**src/rtl/pwm_cfg_sequencer_if.sv**
```systemverilog
// Pin-side bundle of the PWM configuration sequencer: panel buttons, REF switches,
// mode/enable, and the configuration handed to the PWM core.
interface pwm_cfg_sequencer_if;
  logic       MEn;
  logic       Modo_i;
  logic       aumC_i;
  logic       bajaC_i;
  logic       aumf_i;
  logic       bajaf_i;
  logic [3:0] REF;
  logic [7:0] numF_o;
  logic [3:0] duty_o;
  logic       cfg_ld_o;
  logic       busy_o;

  modport master (
    output MEn, Modo_i, aumC_i, bajaC_i, aumf_i, bajaf_i, REF,
    input  numF_o, duty_o, cfg_ld_o, busy_o
  );

  modport slave (
    input  MEn, Modo_i, aumC_i, bajaC_i, aumf_i, bajaf_i, REF,
    output numF_o, duty_o, cfg_ld_o, busy_o
  );
endinterface

```
**src/rtl/pwm_cfg_sequencer.sv**
```systemverilog
// Button debounce, request arbitration and saturating duty/frequency registers for the PWM core.
// Optional auto-repeat on held buttons: define PWM_CFG_AUTOREPEAT_EN.
module pwm_cfg_sequencer #(
  parameter int unsigned DEB_CYCLES = 16,
  parameter int unsigned REP_CYCLES = 64,
  parameter int unsigned F_MIN      = 1,
  parameter int unsigned F_MAX      = 200,
  parameter int unsigned F_INIT     = 50,
  parameter int unsigned D_MAX      = 10,
  parameter int unsigned D_INIT     = 5
) (
  input logic             CLKNEXYS,
  input logic             MRst,
  pwm_cfg_sequencer_if.slave bus
);

  localparam int unsigned DebW = $clog2(DEB_CYCLES + 1);

  typedef enum logic [1:0] {StIdle, StUpd, StLoad} state_e;

  // Button order: 0 duty up, 1 duty down, 2 freq up, 3 freq down.
  logic [3:0]      raw;
  logic [3:0]      sync1_q, sync2_q, stable_q, press, evt;
  logic [DebW-1:0] deb_cnt_q [4];
  logic [3:0]      ref_q;
  logic            modo_q;
  logic            ref_evt;
  // Pending flags: 0 duty_up, 1 duty_dn, 2 f_up, 3 f_dn, 4 ref_upd.
  logic [4:0]      pend_q, pend_d, new_req, pend_all, req;
  logic [7:0]      numf_q, numf_d;
  logic [3:0]      duty_q, duty_d;
  state_e          state_q, state_d;

  assign raw = {bus.bajaf_i, bus.aumf_i, bus.bajaC_i, bus.aumC_i};

  always_comb begin
    press = '0;
    for (int i = 0; i < 4; i++) begin
      press[i] = sync2_q[i] & ~stable_q[i] & (deb_cnt_q[i] == DebW'(DEB_CYCLES - 1));
    end
  end

  always_ff @(posedge CLKNEXYS or posedge MRst) begin
    if (MRst) begin
      sync1_q  <= '0;
      sync2_q  <= '0;
      stable_q <= '0;
      for (int i = 0; i < 4; i++) deb_cnt_q[i] <= '0;
    end else begin
      sync1_q <= raw;
      sync2_q <= sync1_q;
      for (int i = 0; i < 4; i++) begin
        if (sync2_q[i] == stable_q[i]) begin
          deb_cnt_q[i] <= '0;
        end else if (deb_cnt_q[i] == DebW'(DEB_CYCLES - 1)) begin
          deb_cnt_q[i] <= '0;
          stable_q[i]  <= sync2_q[i];
        end else begin
          deb_cnt_q[i] <= deb_cnt_q[i] + 1'b1;
        end
      end
    end
  end

`ifdef PWM_CFG_AUTOREPEAT_EN
  localparam int unsigned RepW = $clog2(REP_CYCLES + 1);

  logic [RepW-1:0] rep_cnt_q [4];
  logic [3:0]      rep_evt;

  always_comb begin
    rep_evt = '0;
    for (int i = 0; i < 4; i++) begin
      rep_evt[i] = stable_q[i] & (rep_cnt_q[i] == RepW'(REP_CYCLES - 1));
    end
  end

  // Hold time counts from the press; each wrap is one repeat event.
  always_ff @(posedge CLKNEXYS or posedge MRst) begin
    if (MRst) begin
      for (int i = 0; i < 4; i++) rep_cnt_q[i] <= '0;
    end else begin
      for (int i = 0; i < 4; i++) begin
        if (!stable_q[i] || rep_evt[i]) rep_cnt_q[i] <= '0;
        else                            rep_cnt_q[i] <= rep_cnt_q[i] + 1'b1;
      end
    end
  end

  assign evt = press | rep_evt;
`else
  assign evt = press;
`endif

  // Mode entry counts as a REF change so duty snaps to REF immediately.
  assign ref_evt = bus.Modo_i & ((bus.REF != ref_q) | ~modo_q);

  always_comb begin
    new_req     = {ref_evt, evt[3], evt[2], evt[1] & ~bus.Modo_i, evt[0] & ~bus.Modo_i};
    new_req     = bus.MEn ? new_req : 5'b0;
    pend_all    = pend_q | new_req;
    pend_all[1:0] = bus.Modo_i ? 2'b00 : pend_all[1:0];
  end

  always_comb begin
    state_d = state_q;
    pend_d  = pend_all;
    duty_d  = duty_q;
    numf_d  = numf_q;
    req     = pend_all;
    unique case (state_q)
      StIdle: begin
        if (bus.MEn && (|pend_all)) state_d = StUpd;
      end
      StUpd: begin
        state_d = StIdle;
        if (req[0] && req[1]) req[1:0] = 2'b00;
        if (req[2] && req[3]) req[3:2] = 2'b00;
        pend_d = req;
        if (req[4]) begin
          pend_d[4] = 1'b0;
          duty_d    = (32'(ref_q) > D_MAX) ? 4'(D_MAX) : ref_q;
        end else if (req[0]) begin
          pend_d[0] = 1'b0;
          duty_d    = (32'(duty_q) >= D_MAX) ? duty_q : duty_q + 4'd1;
        end else if (req[1]) begin
          pend_d[1] = 1'b0;
          duty_d    = (duty_q == 4'd0) ? duty_q : duty_q - 4'd1;
        end else if (req[2]) begin
          pend_d[2] = 1'b0;
          numf_d    = (32'(numf_q) >= F_MAX) ? numf_q : numf_q + 8'd1;
        end else if (req[3]) begin
          pend_d[3] = 1'b0;
          numf_d    = (32'(numf_q) <= F_MIN) ? numf_q : numf_q - 8'd1;
        end
        if ((duty_d != duty_q) || (numf_d != numf_q)) state_d = StLoad;
      end
      StLoad:  state_d = StIdle;
      default: state_d = StIdle;
    endcase
    // Disabling finishes the current pass but drops everything still queued.
    if (!bus.MEn) pend_d = '0;
  end

  always_ff @(posedge CLKNEXYS or posedge MRst) begin
    if (MRst) begin
      state_q <= StIdle;
      pend_q  <= '0;
      numf_q  <= 8'(F_INIT);
      duty_q  <= 4'(D_INIT);
      ref_q   <= '0;
      modo_q  <= 1'b0;
    end else begin
      state_q <= state_d;
      pend_q  <= pend_d;
      numf_q  <= numf_d;
      duty_q  <= duty_d;
      ref_q   <= bus.REF;
      modo_q  <= bus.Modo_i;
    end
  end

  assign bus.numF_o   = numf_q;
  assign bus.duty_o   = duty_q;
  assign bus.cfg_ld_o = (state_q == StLoad);
  assign bus.busy_o   = (state_q != StIdle);

endmodule

```
**src/flat_wrapper.sv**
```systemverilog
// flat-port wrapper written by rule: the top's interface ports become plain ports
module pwm_cfg_sequencer_flat 
#(
  parameter int unsigned DEB_CYCLES = 16,
  parameter int unsigned REP_CYCLES = 64,
  parameter int unsigned F_MIN      = 1,
  parameter int unsigned F_MAX      = 200,
  parameter int unsigned F_INIT     = 50,
  parameter int unsigned D_MAX      = 10,
  parameter int unsigned D_INIT     = 5
)
  (CLKNEXYS, MRst, bus_MEn, bus_Modo_i, bus_aumC_i, bus_bajaC_i, bus_aumf_i, bus_bajaf_i, bus_REF, bus_numF_o, bus_duty_o, bus_cfg_ld_o, bus_busy_o);
  pwm_cfg_sequencer_if bus_i ();
  input logic CLKNEXYS;
  input logic MRst;
  input wire logic [$bits(bus_i.MEn)-1:0] bus_MEn;
  input wire logic [$bits(bus_i.Modo_i)-1:0] bus_Modo_i;
  input wire logic [$bits(bus_i.aumC_i)-1:0] bus_aumC_i;
  input wire logic [$bits(bus_i.bajaC_i)-1:0] bus_bajaC_i;
  input wire logic [$bits(bus_i.aumf_i)-1:0] bus_aumf_i;
  input wire logic [$bits(bus_i.bajaf_i)-1:0] bus_bajaf_i;
  input wire logic [$bits(bus_i.REF)-1:0] bus_REF;
  output wire logic [$bits(bus_i.numF_o)-1:0] bus_numF_o;
  output wire logic [$bits(bus_i.duty_o)-1:0] bus_duty_o;
  output wire logic [$bits(bus_i.cfg_ld_o)-1:0] bus_cfg_ld_o;
  output wire logic [$bits(bus_i.busy_o)-1:0] bus_busy_o;
  assign bus_i.MEn = bus_MEn;
  assign bus_i.Modo_i = bus_Modo_i;
  assign bus_i.aumC_i = bus_aumC_i;
  assign bus_i.bajaC_i = bus_bajaC_i;
  assign bus_i.aumf_i = bus_aumf_i;
  assign bus_i.bajaf_i = bus_bajaf_i;
  assign bus_i.REF = bus_REF;
  assign bus_numF_o = bus_i.numF_o;
  assign bus_duty_o = bus_i.duty_o;
  assign bus_cfg_ld_o = bus_i.cfg_ld_o;
  assign bus_busy_o = bus_i.busy_o;
  pwm_cfg_sequencer #(.DEB_CYCLES(DEB_CYCLES), .REP_CYCLES(REP_CYCLES), .F_MIN(F_MIN), .F_MAX(F_MAX), .F_INIT(F_INIT), .D_MAX(D_MAX), .D_INIT(D_INIT)) u_core (.CLKNEXYS(CLKNEXYS), .MRst(MRst), .bus(bus_i));
endmodule
```
**config.mk**
```make
export PLATFORM = sky130hd
export DESIGN_NAME = pwm_cfg_sequencer_flat
export DESIGN_NICKNAME = d
export VERILOG_FILES = /design/src/rtl/pwm_cfg_sequencer_if.sv /design/src/rtl/pwm_cfg_sequencer.sv /design/src/flat_wrapper.sv
export SDC_FILE = /design/constraint.sdc
export NUM_CORES = 1
export LEC_CHECK = 0
export CAP_MARGIN = 20
export CORE_ASPECT_RATIO = 0.7
export CORE_MARGIN = 4
export CORE_UTILIZATION = 62
export DETAILED_ROUTE_END_ITERATION = 10
export PLACE_DENSITY = 0.85
export SLEW_MARGIN = 20
export SYNTH_ARGS = -nofsm -noshare
export SYNTH_HDL_FRONTEND = slang
export SYNTH_SLANG_ARGS = --single-unit
```
**constraint.sdc**
```tcl
create_clock -name CLKNEXYS -period 7.16 [get_ports CLKNEXYS]
set_input_delay 1.432 -clock CLKNEXYS [delete_from_list [all_inputs] [get_ports CLKNEXYS]]
set_output_delay 1.432 -clock CLKNEXYS [all_outputs]
set_load 0.05 [all_outputs]
```
Word-level counts from Yosys, hierarchy flattened
Index checks and enable logic that the tools add are counted.

storage, ports and cells
  output and inout port bits = 14
  register bits after elaboration = 56

cells by class
  eq/ne operators = 14
  add/sub/neg operators = 8
  bitwise operators = 23
  reduce and logical (&&, ||, !) cells = 12
  mux-type cells = 38
  order comparisons = 4

operators by type and width
  operator                                                        count
  two-way mux 8 bit                                               8
  two-way mux 5 bit                                               11
  two-way mux 4 bit                                               8
  adder 5 x 1 -> 5 bit, second input constant                     4
  equality test 5 x 4 -> 1 bit, second input constant             4
  two-way mux 2 bit                                               8
  bitwise AND 1 bit                                               11
  inverter 1 bit                                                  10
  adder 8 x 1 -> 8 bit, second input constant                     1
  greater-or-equal comparator 8 bit, second input constant        1
  less-or-equal comparator 8 x 1 -> 1 bit, second input constant  1
  != test 4 bit                                                   2
  != test 8 bit                                                   1
  AND reduction 2 bit                                             4
  subtractor 8 x 1 -> 8 bit, second input constant                1
  OR 5 bit                                                        1
  OR reduction 5 bit                                              1
  adder 4 x 1 -> 4 bit, second input constant                     1
  equality test 1 bit                                             4
  greater-or-equal comparator 4 bit, second input constant        1
  greater-than comparator 4 bit, second input constant            1
  zero test 4 bit                                                 1
  case mux 2 bit (2 select lines)                                 1
  subtractor 4 x 1 -> 4 bit, second input constant                1
  other kinds (10)                                                12

Logic depth before layout (Yosys ltp)
Gate-level depths: netlist (run 1).

  word-level depth = 19
  gate-level depth with buffers = 9
  depth with buffers taken out = 9

Least setup slack after synthesis (run 1)
No wires, ideal clock.

  path type = input-to-reg
  start point = input port bus_MEn
  end point = register u_core.state_q[1]
  stages on the path = 8
  library setup time = 0.137 ns
  arrival = 3.038 ns
  data required time = 7.023 ns
  slack = 3.984 ns
  buffers on the path = 1
  cells stage by stage = buf_6 -> nor2b_1 -> a32oi_4 -> nor4b_2 -> mux2_4 -> a311oi_2 -> xor2_1 -> a31oi_1

on the way
  longest elaborated chain between the ends = 15

RTL lines
  item                             RTL line                  text
  start, declared                  flat_wrapper.sv:16        input wire logic [$bits(bus_i.MEn)-1:0] bus_MEn;
  two-way mux 5 bit                pwm_cfg_sequencer.sv:100  new_req = bus.MEn ? new_req : 5'b0;
  OR 5 bit                         pwm_cfg_sequencer.sv:101  pend_all = pend_q | new_req;
  logical AND 1 bit                pwm_cfg_sequencer.sv:118  if (req[2] && req[3]) req[3:2] = 2'b00;
  two-way mux 2 bit                pwm_cfg_sequencer.sv:118
  two-way mux 2 bit                pwm_cfg_sequencer.sv:111  unique case (state_q)
  two-way mux 8 bit                pwm_cfg_sequencer.sv:132  end else if (req[3]) begin
  two-way mux 8 bit                pwm_cfg_sequencer.sv:129  end else if (req[2]) begin
  two-way mux 8 bit                pwm_cfg_sequencer.sv:126  end else if (req[1]) begin
  two-way mux 8 bit                pwm_cfg_sequencer.sv:123  end else if (req[0]) begin
  two-way mux 8 bit                pwm_cfg_sequencer.sv:120  if (req[4]) begin
  two-way mux 8 bit                pwm_cfg_sequencer.sv:111
  != test 8 bit                    pwm_cfg_sequencer.sv:136  if ((duty_d != duty_q) || (numf_d != numf_q)) state_d = StLoad;
  logical OR 1 bit                 pwm_cfg_sequencer.sv:136
  two-way mux 2 bit                pwm_cfg_sequencer.sv:136
  case mux 2 bit (2 select lines)  pwm_cfg_sequencer.sv:111
  end signal, assigned             pwm_cfg_sequencer.sv:147  state_q <= StIdle;
  end signal, assigned             pwm_cfg_sequencer.sv:154  state_q <= state_d;
  end, declared                    pwm_cfg_sequencer.sv:32   state_e state_q, state_d;

Several ways; a longest one is shown, not always the timed one. The select of a mux whose other input is x is not followed.
A chain may end at the register's enable or synchronous reset.

Worst setup path in the final report (run 1)
Same ends and word-level chain as after synthesis.

==> run_results.csv, run 1 <==
group,metric,value,unit
critical_path,start_kind,"input port",
cells_and_area,drive_gt1_share,12.97,%
global_routing,grtUsageMet2,31.91,%
route,vias,2240,
timing,tightest_slew,0.7271,ns
global_routing,grt_pass1_wl,10.32,mm
die,fp.dieArea,0.006153,mm2
synth,ys.flop_type,"dfrtp_1",
cells_and_area,final_nets,342,
critical_path,slowest_delay,0.66,ns
route,drt-total-wl,5.945,mm
route,post_drt_wl_per_cell,15.44,um
synth,synth_top_cell_by_area,"dfrtp_1",
synth,syn-num-nets,321,
route,drt_pre_antenna_iters,4,
route,drc,0,
die,rows,21,
place,dp_hpwl,4.269,mm
synth,synth_seq_area_share,45.90,%
timing,whs,0.3566,ns
synth,synth_seq_cells,56,
place,routabilityCongestion,0.9362,
clock_tree,post-cts-setup-buffer-count,0,
power_and_ir_drop,pwr_density_cell,236.0,mW/mm2
critical_path,crit_type,"in -> reg",
synth,syn_avg_cell_area,10.43,um2
timing,rsz0062_at_grt,"no",
global_routing,grt_max_degree,57,
synth,synth_cells,294,
critical_path,crit_slowest_cell,"clkdlybuf4s50_1",
critical_path,end_kind,"flip-flop",
synth,netlist_top_cells_area,"dfrtp_1, ha_1, dfstp_2",
cells_and_area,fillers,358,
route,via_per_inst,5.818,
die,design.core.area,0.004782,mm2
place,io_buffer_count,25,
timing,period_minus_slack,3.610,ns
power_and_ir_drop,pwr-share-comb,29.9,%
timing,setup_viol,0,
clock_tree,cts_made_buffers,5,
global_routing,antenna_found_initial,0,
global_routing,grtUsageMet1,30.91,%
global_routing,gr-max-usage-layer,"met2",
power_and_ir_drop,swShare,36.51,%
power_and_ir_drop,pwr-share-seq,48.2,%
global_routing,grt_overflow_total,0,
timing,finalMaxSlewViolations,0,
hold_path,hold_class,"reg -> reg",
route,drtAntennaViolNets,0,
die,dieHeight,66.84,um
power_and_ir_drop,leakagePower,1.412,nW
global_routing,first_global_vias,2167,
cells_and_area,syn2layout_area_growth,11.75,%
clock_tree,clk_path_buf_depth,2,
run,maxCapViolations,0,
clock_tree,cts_hold_buf,0,
critical_path,cp_cell_sequence,"clkdlybuf4s50_1 -> nor2b_1 -> a32oi_4 -> nor4b_2 -> mux2_4 -> a311oi_2 -> xor2_1 -> a31oi_1",
global_routing,track_usage,21.15,%
clock_tree,cts_tree,"built",
synth,synth_area,0.003067,mm2
critical_path,cp_max_fo,9,
cells_and_area,n_antenna_cell,0,
clock_tree,clock_tree.htree_level_count,2,
synth,synth_edf_count,0,
timing,fin_skew,0.006438,ns
clock_tree,clk_pin_slew,0.10,ns
run_status,run_status,"finished, final reports clean",
power_and_ir_drop,p_switching,0.2952,mW
synth,async_flop_share,100.0,%
timing,slew_headroom,51.30,%
synth,ys.warnings.count,0,
die,chipWidth,92.06,um
timing,fin_crit_sh,50.42,%
clock_tree,post_cts_resized,0,
die,start_util,64.13,%
power_and_ir_drop,clkPwrFrac,21.9,%
critical_path,arrival,3.80,ns
clock_tree,clk-insertion-delay-late,0.31,ns
timing,finalSetupTns,0,ns
clock_tree,clock-sinks,56,
timing,fmax,0.2770,GHz
critical_path,required,7.35,ns
global_routing,met3_usage,5.530,%
synth,synth_top_area_share,41.62,%
power_and_ir_drop,internal_power,0.5135,mW
route,drtIter0Drc,164,
timing,hold_viol,0,
die,ioPinCount,26,
synth,synth.distinct_cells,62,
clock_tree,root_buffer,"clkbuf_8",
power_and_ir_drop,ir_drop,139.4,uV
## flip-flops by register name, summed over array words and instances (netlist names)
register and cells:
u_core.state_q 2, u_core.ref_q 4, u_core.sync2_q 4, u_core.deb_cnt_q 20, u_core.pend_q 5, u_core.sync1_q 4
u_core.bus.numF_o 8, u_core.stable_q 4, u_core.modo_q 1, u_core.bus.duty_o 4
## stage by stage
step | instance area [um2] | setup WS [ns] | power, mW | util (%) | std cells
final | 3427 | 3.550 | 0.8087 | 71.66 | 385
after global routing | 3427 | 3.474 | 0.8551 | 71.66 | 385
after CTS | 3427 | 3.568 | 0.8161 | 71.66 | 385
after detailed placement | 3336 | 3.217 | 0.6353 | 69.75 | 377
after global placement | 3336 | 3.348 | 0.6269 | 69.75 | 377
after floorplan | 3067 | 3.984 | 0.5724 | - | 294
## Yosys cell counts (2+ instances only)
cell / number
dfrtp_1: 51
nor2_1: 28
nor3_1: 19
inv_1: 18
a21oi_1: 15
ha_1: 15
nand2_1: 11
xnor2_1: 11
o21ai_0: 9
xor2_1: 8
nand3_1: 7
nor2b_1: 7
nor3b_1: 7
a31oi_1: 5
dfstp_2: 5
mux2_2: 5
nand4_1: 5
a311oi_1: 4
clkbuf_1: 4
a31o_2: 3
and4b_1: 3
buf_2: 3
buf_6: 3
mux2i_1: 3
a211oi_1: 2
nand2b_1: 2
nor3_2: 2
o211ai_1: 2
o31ai_1: 2
o32ai_1: 2
or2_2: 2
## power by group through the flow
| stage | Clock [mW] | Combinational, mW | Sequential, mW |
|---|---|---|---|
| after global routing | 0.197 | 0.262 | 0.396 |
| after floorplan | 0 | 0.149 | 0.423 |
| after detailed placement | 0 | 0.241 | 0.395 |
| after global placement | 0 | 0.235 | 0.392 |
| after CTS | 0.185 | 0.242 | 0.388 |
| final | 0.177 | 0.242 | 0.390 |
## worst max-delay path: cells and delay by family
kind	cells	cell delay, ns
buffers and inverters	1	0.66
AO/OA/AOI/OAI	3	0.62
AND/OR/NAND/NOR	2	0.58
multiplexers	1	0.33
XOR/XNOR	1	0.18
## final cells by class
class                   instances  area (um2)  area share [%]
clock buffers                   5       68.82           2.008
clock inverters                 3       22.52          0.6572
inverters                      18       67.56           1.972
multi-input cells             208        1516           44.25
flip-flops and latches         56        1408           41.07
well taps                      69       86.33           2.519
repair buffers                 26       257.7           7.521
## cells by family after synthesis
| family | count (synthesis) | synth area share, % |
|---|---|---|
| and+or+nand+nor | 107 | 20.32 |
| xor gates and xnor gates | 19 | 5.426 |
| buffers and inverters | 30 | 4.651 |
| AOI/OAI and AO/OA | 58 | 14.28 |
| adders and majority gates | 15 | 6.120 |
| muxes | 9 | 3.305 |
| DFF | 56 | 45.90 |
## cells in the final DEF (no fill, tap or decap), types with 4 or more instances in the layout
cell type	n
nor3_1	19
dfstp_2	5
xor2_1	8
nor2_1	28
xnor2_1	11
nand2_1	11
clkdlybuf4s50_1	25
nor3b_1	7
o21ai_0	9
ha_1	15
inv_1	17
a311oi_1	4
a21oi_1	15
nand4_1	5
clkbuf_8	5
mux2_2	5
nor2b_1	7
nand3_1	7
a31oi_1	5
dfrtp_1	51
## metal layers
layer | up-vias | routed length [um]
met2 | 67 | 2623
li1 | 1103 | -
met3 | 2 | 415
met5 | - | 0
met1 | 1068 | 2895
met4 | 0 | 10
## path summary, 6_finish.rpt
kind	end	start	slack, ns	cells after the start
setup / recovery	u_core.state_q[1]	bus_MEn	3.55	8
setup reg to reg	u_core.state_q[1]	u_core.bus.numF_o[1]	4.51	9
min in group asynchronous	u_core.deb_cnt_q[8]	MRst	1.61	3
hold reg to reg	u_core.sync2_q[2]	u_core.sync1_q[2]	0.36	0
hold / removal	u_core.sync2_q[2]	u_core.sync1_q[2]	0.36	0
max in group asynchronous	u_core.deb_cnt_q[19]	MRst	5.10	3
(Power assumes the default switching activity.)
==> run 2, diff against run 1 <==
CORE_UTILIZATION = 52   (was 62)
PLACE_DENSITY = 0.76   (was 0.85)
clock period = 3.2 ns   (was 7.16 ns; I/O delays follow)
==> run 2 against run 1 <==
  * Worst setup slack worse by 3.0 ns
  * Critical endpoint unchanged
  * Largest cell class unchanged
  * Largest power group unchanged
  * Clock skew is 0.0033 ns higher
  * Sequential power increased by 120%
==> run_results.csv, run 2 (synthesized netlist as in run 1, its figures left out) <==
group,metric,value,unit
run_status,run_status,"finished, final reports clean",
route,via_per_inst,5.962,
critical_path,crit_type,"in -> reg",
power_and_ir_drop,internal_power,1.166,mW
route,drtIter0Drc,275,
die,rows,23,
critical_path,arrival,2.81,ns
global_routing,grt_overflow_total,0,
power_and_ir_drop,clkPwrFrac,22.0,%
cells_and_area,regMostFlops,"u_core.deb_cnt_q",
timing,fin_crit_sh,82.07,%
clock_tree,clk-insertion-delay-late,0.30,ns
clock_tree,cts_hold_buf,0,
critical_path,end_kind,"flip-flop",
place,dp_hpwl,4.785,mm
cells_and_area,multi_input_area,0.001516,mm2
timing,finalSetupTns,0,ns
power_and_ir_drop,p_switching,0.6505,mW
power_and_ir_drop,ir_drop,325.2,uV
die,start_util,53.55,%
cells_and_area,n_antenna_cell,0,
timing,fin_skew,0.009749,ns
route,post_drt_wl_per_cell,16.23,um
critical_path,start_kind,"input port",
place,routabilityCongestion,0.9124,
power_and_ir_drop,pwr_density_cell,525.3,mW/mm2
route,drc,0,
cells_and_area,final_nets,345,
power_and_ir_drop,pwr-share-seq,48.3,%
timing,hold_viol,0,
cells_and_area,syn2layout_area_growth,12.77,%
clock_tree,clock_tree.htree_level_count,2,
clock_tree,root_buffer,"clkbuf_8",
timing,fmax,0.3808,GHz
die,ioPinCount,26,
route,vias,2349,
clock_tree,cts_made_buffers,5,
cells_and_area,largest_reg_flops,20,
timing,tightest_slew,0.7119,ns
timing,slew_headroom,52.44,%
timing,rsz0062_at_grt,"no",
power_and_ir_drop,leakagePower,1.428,nW
cells_and_area,register_area,0.001408,mm2
clock_tree,clock-sinks,56,
cells_and_area,final_cell_mix,"dfrtp_1, nor2_1, clkdlybuf4s50_1, nor3_1, inv_1",
power_and_ir_drop,design_power_total,1.817,mW
cells_and_area,fillers,507,
route,drtAntennaViolNets,0,
global_routing,grt_pass1_wl,11.25,mm
place,io_buffer_count,25,
die,dieHeight,72.25,um
hold_path,hold_class,"reg -> reg",
global_routing,antenna_found_initial,0,
clock_tree,clk_path_buf_depth,2,
route,drt-total-wl,6.395,mm
run,maxCapViolations,0,
die,fp.dieArea,0.007209,mm2
clock_tree,post-cts-setup-buffer-count,0,
global_routing,grt_max_degree,27,
cells_and_area,layout_commonest_cell,"dfrtp_1",
timing,setup_viol,0,
die,design.core.area,0.005727,mm2
global_routing,first_global_vias,2242,
clock_tree,cts_tree,"built",
global_routing,track_usage,19.54,%
critical_path,required,3.38,ns
power_and_ir_drop,pwr-share-comb,29.7,%
clock_tree,clk_pin_slew,0.10,ns
clock_tree,post_cts_resized,0,
timing,finalMaxSlewViolations,0,
power_and_ir_drop,swShare,35.80,%
route,drt_pre_antenna_iters,5,
cells_and_area,drive_gt1_share,13.79,%
critical_path,cp_max_fo,6,
die,chipWidth,99.79,um
timing,period_minus_slack,2.626,ns
-- run 2: area by class of cell --
class	count	area share [%]
clock buffer	6	2.388
clock inverter	2	0.2894
inverter	18	1.954
multi-input combinational	208	43.85
sequential	56	40.70
tap	75	2.713
timing repair buffer	29	8.104
-- run 2: power by group through the flow --
stage          registers, mW  clock network, mW  logic (mW)
2_1_floorplan          0.948                  0       0.333
3_3_place_gp           0.882                  0       0.533
3_5_place_dp           0.888                  0       0.539
4_1_cts                0.874              0.407       0.541
5_1_grt                0.889              0.442       0.586
6_report               0.877              0.400       0.539
-- run 2: worst paths after layout --
path | start | end | slack, ns | cells past startpoint
max | bus_MEn | u_core.state_q[1] | 0.57 | 8
max in group asynchronous | MRst | u_core.bus.duty_o[0] | 1.90 | 3
min | u_core.sync1_q[3] | u_core.sync2_q[3] | 0.36 | 0
min reg2reg | u_core.sync1_q[3] | u_core.sync2_q[3] | 0.36 | 0
min in group asynchronous | MRst | u_core.deb_cnt_q[2] | 0.60 | 2
max reg2reg | u_core.deb_cnt_q[15] | u_core.state_q[1] | 0.69 | 8
-- run 2: critical path, cell delays in order --
cell             delay, ns
clkdlybuf4s50_1       0.51
nor2b_1               0.27
a32oi_4               0.18
nor4b_2               0.28
mux2_4                0.33
a311oi_2              0.32
xor2_1                0.18
a31oi_1               0.09
-- run 2: layer usage --
layer	vias to the layer above	GRT usage, %	wire length, um
met5	-	0	0
met4	0	3.788	33
met3	6	4.131	391
met2	74	28.53	2778
met1	1164	30.10	3191
li1	1105	-	-
-- run 2: per-stage QoR --
step           std cells  cell area, um2  setup slack (ns)  hold WS, ns  utilization, %
5_1_grt              394            3458            0.4160       0.3677           60.39
4_1_cts              394            3458            0.5694       0.3570           60.39
3_5_place_dp         386            3366            0.2533       0.3347           58.77
3_3_place_gp         386            3366            0.3135       0.3346           58.77
2_1_floorplan        294            3067            0.8164       0.3312               -
6_report             394            3458            0.5736       0.3561           60.39
